===== src/rtl/fetch_unit_pkg.sv =====
// Shared types and constants for the instruction-fetch stage and its IF/ID register.
package fetch_unit_pkg;

  localparam int WORD_LEN = 32;
  localparam logic [WORD_LEN-1:0] NOP_INSTR_DEFAULT = 32'h0000_0013;

  typedef enum logic [1:0] {
    FETCH,
    WAIT,
    HOLD,
    DISCARD
  } fetch_state_t;

  typedef struct packed {
    logic [WORD_LEN-1:0] instr;
    logic [WORD_LEN-1:0] pc;
    logic [WORD_LEN-1:0] pcplus4;
    logic                valid;
  } if_id_t;

endpackage


===== src/rtl/fetch_unit_if_id_reg.sv =====
// IF/ID pipeline register: hold has priority over load; otherwise a bubble is inserted.
module if_id_reg
  import fetch_unit_pkg::*;
#(
  parameter logic [WORD_LEN-1:0] NOP_INSTR = NOP_INSTR_DEFAULT
) (
  input  logic   clk,
  input  logic   rst_n,
  input  logic   hold,
  input  logic   load,
  input  if_id_t load_data,
  output if_id_t q
);

  always_ff @(posedge clk) begin
    if (!rst_n) begin
      q <= '{instr: NOP_INSTR, pc: '0, pcplus4: '0, valid: 1'b0};
    end else if (hold) begin
      q <= q;
    end else if (load) begin
      q <= load_data;
    end else begin
      q <= '{instr: NOP_INSTR, pc: '0, pcplus4: '0, valid: 1'b0};
    end
  end

endmodule


===== src/rtl/fetch_unit.sv =====
// Fetch stage: owns the PC, one-outstanding imem handshake, stall hold and branch squash.
// Optional FETCH_PERF_CNT_EN adds fetch_cnt / squash_cnt performance counters.
module fetch_unit
  import fetch_unit_pkg::*;
#(
  parameter logic [WORD_LEN-1:0] RESET_PC  = 32'h0000_0000,
  parameter logic [WORD_LEN-1:0] NOP_INSTR = NOP_INSTR_DEFAULT
) (
  input  logic                clk,
  input  logic                rst_n,
  input  logic                Stall_ID,
  input  logic                BranchTK,
  input  logic [WORD_LEN-1:0] Branch_Target,
  output logic                imem_req,
  output logic [WORD_LEN-1:0] imem_addr,
  input  logic                imem_ready,
  input  logic                imem_rvalid,
  input  logic [WORD_LEN-1:0] imem_rdata,
  output logic [WORD_LEN-1:0] Instruction_IF,
  output logic [WORD_LEN-1:0] PC_IF,
  output logic [WORD_LEN-1:0] PCplus4_IF,
  output logic                Valid_IF
`ifdef FETCH_PERF_CNT_EN
  ,
  output logic [31:0]         fetch_cnt,
  output logic [31:0]         squash_cnt
`endif
);

  fetch_state_t        state, state_n;
  logic [WORD_LEN-1:0] pc, pc_n;
  logic [WORD_LEN-1:0] req_pc, req_pc_n;
  logic [WORD_LEN-1:0] hold_instr, hold_n;
  logic [WORD_LEN-1:0] req_pc_plus4;
  logic [WORD_LEN-1:0] redirect_pc;
  logic                accept;
  logic                branch_taken;
  logic                load;
  if_id_t              load_data;
  if_id_t              if_id_q;

  assign imem_req     = rst_n && (state == FETCH);
  assign imem_addr    = pc;
  assign accept       = imem_req && imem_ready;
  assign branch_taken = BranchTK && !Stall_ID;
  assign req_pc_plus4 = req_pc + 32'd4;
  assign redirect_pc  = Branch_Target & {{(WORD_LEN-2){1'b1}}, 2'b00};

  always_ff @(posedge clk) begin
    if (!rst_n) begin
      state      <= FETCH;
      pc         <= RESET_PC;
      req_pc     <= '0;
      hold_instr <= '0;
    end else begin
      state      <= state_n;
      pc         <= pc_n;
      req_pc     <= req_pc_n;
      hold_instr <= hold_n;
    end
  end

  // A taken branch always wins over delivering the in-flight instruction.
  always_comb begin
    state_n   = state;
    pc_n      = pc;
    req_pc_n  = req_pc;
    hold_n    = hold_instr;
    load      = 1'b0;
    load_data = '{instr: hold_instr, pc: req_pc, pcplus4: req_pc_plus4, valid: 1'b1};
    case (state)
      FETCH: begin
        if (accept) begin
          req_pc_n = pc;
          state_n  = WAIT;
        end
        if (branch_taken) begin
          pc_n = redirect_pc;
          if (accept) state_n = DISCARD;
        end
      end
      WAIT: begin
        if (branch_taken) begin
          pc_n    = redirect_pc;
          state_n = imem_rvalid ? FETCH : DISCARD;
        end else if (imem_rvalid) begin
          if (Stall_ID) begin
            hold_n  = imem_rdata;
            state_n = HOLD;
          end else begin
            load            = 1'b1;
            load_data.instr = imem_rdata;
            pc_n            = req_pc_plus4;
            state_n         = FETCH;
          end
        end
      end
      HOLD: begin
        if (branch_taken) begin
          pc_n    = redirect_pc;
          state_n = FETCH;
        end else if (!Stall_ID) begin
          load    = 1'b1;
          pc_n    = req_pc_plus4;
          state_n = FETCH;
        end
      end
      DISCARD: begin
        if (branch_taken) pc_n = redirect_pc;
        if (imem_rvalid) state_n = FETCH;
      end
      default: state_n = FETCH;
    endcase
  end

  if_id_reg #(
    .NOP_INSTR(NOP_INSTR)
  ) u_if_id_reg (
    .clk      (clk),
    .rst_n    (rst_n),
    .hold     (Stall_ID),
    .load     (load),
    .load_data(load_data),
    .q        (if_id_q)
  );

  assign Instruction_IF = if_id_q.instr;
  assign PC_IF          = if_id_q.pc;
  assign PCplus4_IF     = if_id_q.pcplus4;
  assign Valid_IF       = if_id_q.valid;

`ifdef FETCH_PERF_CNT_EN
  always_ff @(posedge clk) begin
    if (!rst_n) begin
      fetch_cnt  <= '0;
      squash_cnt <= '0;
    end else begin
      if (load && !Stall_ID) fetch_cnt <= fetch_cnt + 32'd1;
      if (branch_taken) squash_cnt <= squash_cnt + 32'd1;
    end
  end
`endif

endmodule


===== config.mk =====
export PLATFORM = sky130hd
export DESIGN_NAME = fetch_unit
export DESIGN_NICKNAME = d
export VERILOG_FILES = /design/src/rtl/fetch_unit_pkg.sv /design/src/rtl/fetch_unit_if_id_reg.sv /design/src/rtl/fetch_unit.sv
export SDC_FILE = /design/constraint.sdc
export NUM_CORES = 1
export LEC_CHECK = 0
export CORE_MARGIN = 2
export CORE_UTILIZATION = 49
export CTS_CLUSTER_SIZE = 10
export DETAILED_ROUTE_END_ITERATION = 12
export PLACE_DENSITY = 0.8
export SLEW_MARGIN = 20
export SYNTH_ARGS = -nofsm -noshare
export SYNTH_HDL_FRONTEND = slang
export SYNTH_SLANG_ARGS = --single-unit

===== constraint.sdc =====
create_clock -name clk -period 2.14 [get_ports clk]
set_input_delay 0.428 -clock clk [delete_from_list [all_inputs] [get_ports clk]]
set_output_delay 0.428 -clock clk [all_outputs]
set_load 0.05 [all_outputs]

==> impl_results.md <==
* Result of the run: finished clean
* Finished Layout Cells at 1288
* CP Cell Sequence: clkdlybuf4s50_1
* 1st-iter DRT viols at 581
* Final Max Tran Viols at 0
* Post-CTS Setup Repair Bufs at 0
* Overall Power at 0.00949 W
* Slew headroom at 0.623
* Worst Tran Pin Value at 0.563 ns
* Final hold vios at 0
* DR WL/cell at 16.5 microns
* Final hold slack at 0.448 ns
* Reg clk slew, reported paths at 0.07 ns
* Crit path kind: flop to primary output
* FP Rows at 46
* Crit-path slowest cell: clkdlybuf4s50_1
* Mapped Cells at 877
* Max H-tree Level at 4
* Ranking of synthesized cells by area: dfxtp_1, nand2_1, a22oi_1
* Overall global routing resource usage at 0.250
* Vias at 7014
* RSZ-0062 raised after global routing: no
* Fill count at 1251
* Largest net degree at the start of global routing at 80
* GP Congestion at 0.796
* Clock root buffer: clkbuf_16
* Nets@finish at 1134
* HP Class: flop to flop
* Layout cells sized above 1 at 0.105
* Startpoint types: flop
* Die Width at 130 microns
* TritonCTS clock tree: done
* Die H at 130 microns
* First-pass GRT wire length at 33300 microns
* Avg Cell Area, Syn at 8.85 sq um
* Tmin final at 2.09 ns
* Vias per cell at 5.45
* Core ar. at 15700 sq um
* Total negative setup slack at 0 ns
* Max Clock Freq at 479 MHz
* Power Dens Cells at 888 nW/um^2
* Crit path buf inv count at 1
* CTS sink cnt at 193
* CTS Buf Count at 17
* CTS Buffer Depth at 2
* Placed insts at 1255
* Clock latency on the worst-skew pair at 0.43 ns
* Crit-path max cell delay at 0.84 ns
* Post-synth cell types at 51
* Post-synthesis sequential area ratio at 0.498
* Syn. warnings at 0
* Synth area leader: dfxtp_1
* Initial Utilization at 0.494
* Total Wirelength at 21300 microns
* Global route total overflow at 0
* Clock skew at 0.00577 ns
* Mapped cell area at 7760 sq um
* Number of global-route vias before repair at 6540
* Maximum VDD drop at 0.595 mV
* FF+latch count, synth at 193
* Worst path required time at 1.71 ns
* Residual DRC count at 0
* # port buffers at 197
* Core Util, Final at 0.680
* Max-Cap Viols at 0
* I/O pin cnt at 200
* Final cycle utilization of the critical path at 0.976
* Setup violators final at 0
* Final HPWL DP at 14700 microns
* Die Area at 16900 sq um
* Asr flop ratio synth at 0
* Post-synth top flop: dfxtp_1
* Antenna Violating Nets Remaining at 0
* Most frequent cells in the layout: dfxtp_1, clkdlybuf4s50_1, nand2_1
* CP Max Fanout at 3
* Worst setup EP type: primary output
* Worst path arrival time at 1.66 ns
* Leakage at 3.77 nW
* Syn_nets at 953
* Pre-antenna DRT Iters at 5
* Top cell family by delay on the critical path: buffers and inverters
* Initial antenna violation count at 0
* Layout area overhead at 37.5%
* Number of flops mapped to enable cells by yosys at 0
* Top-area cell type share of the netlist area at 0.498
## stage by stage
stage	cell area [sq um]	setup WS (ns)
final	10700	0.0511
after global routing	10700	0.0135
after CTS	10700	0.0524
after detailed placement	10100	-0.113
after global placement	10100	-0.0686
after floorplan	7760	0.224
## final cells by class
cell class / instances / area (sq um) / share of cell area
clock inverters: 11 / 129 / 0.0121
inverters: 10 / 38.8 / 0.00363
multi-input cells: 601 / 3550 / 0.332
clock buffers: 21 / 460 / 0.0431
well taps: 216 / 270 / 0.0253
flip-flops and latches: 193 / 3860 / 0.362
repair buffers: 235 / 2370 / 0.222
diodes: 1 / 2.50 / 0.000234
## repair_timing
action                     in CTS  in global routing
hold buffers                    0                  0
resized for setup               0                  1
setup endpoints to repair       0                  2
## sequential cells by signal, indices dropped and copies added, names as in the netlist, named ones only
signal / cells
imem_addr: 32
state: 1
hold_instr: 32
req_pc: 32
u_if_id_reg.q: 95
## worst reg2reg max path, cell delays in order, from the launching register on
cell	delay (ns)
dfxtp_1	0.37
inv_1	0.12
ha_1	0.39
or4b_1	0.56
nor2_4	0.19
buf_12	0.18
a22o_1	0.15
## report_power, final
group	leakage [nW]	total, W	internal (W)	switching, W
clock network	0.284	0.00316	0.00179	0.00137
logic	1.92	0.00233	0.000925	0.00140
registers	1.56	0.00399	0.00380	0.000196
## synth_stat cells (all sizes together) (2+ instances only)
cell / n
dfxtp: 193
nand2: 176
nor2: 61
o21ai: 61
a21oi: 55
clkbuf: 53
a22oi: 43
mux2: 32
a22o: 29
nand3: 24
buf: 20
xnor2: 19
inv: 10
nor3: 9
o211ai: 9
o221ai: 9
o22ai: 9
and3: 8
nand4: 8
nor4: 7
ha: 6
xor2: 6
and4: 5
o31ai: 4
a211oi: 2
a311oi: 2
and2: 2
nand2b: 2
o31a: 2
## path summary, 6_finish.rpt
check                                                    start                              to  slack, ns  cells after the start
worst max-delay path                imem_addr[31]$_SDFFE_PN0P_                   imem_addr[31]       0.05                      1
worst max register to register                            flop  u_if_id_reg.q[59]$_SDFFE_PN0N_       0.13                      6
worst min-delay path            u_if_id_reg.q[26]$_SDFFE_PN0N_  u_if_id_reg.q[26]$_SDFFE_PN0N_       0.45                      2
worst min register to register  u_if_id_reg.q[26]$_SDFFE_PN0N_  u_if_id_reg.q[26]$_SDFFE_PN0N_       0.45                      2
## routing by layer
layer  GRT usage  vias up  wire length, microns
met2       0.403      311                  9890
met1       0.316     3230                  8830
met3      0.0808       40                  2110
met4      0.0917        0                   467
li1            -     3433                     -
met5           0        -                     0
## cell families after synthesis
family / after synthesis / share of synthesized area
and+or+nand+nor: 307 / 0.178
AOI/OAI and AO/OA: 231 / 0.193
DFF: 193 / 0.498
buffers and inverters: 83 / 0.0469
muxes: 32 / 0.0464
xor gates and xnor gates: 25 / 0.0282
adders and majority gates: 6 / 0.00967
No activity file was read; power rests on OpenSTA's default activity.
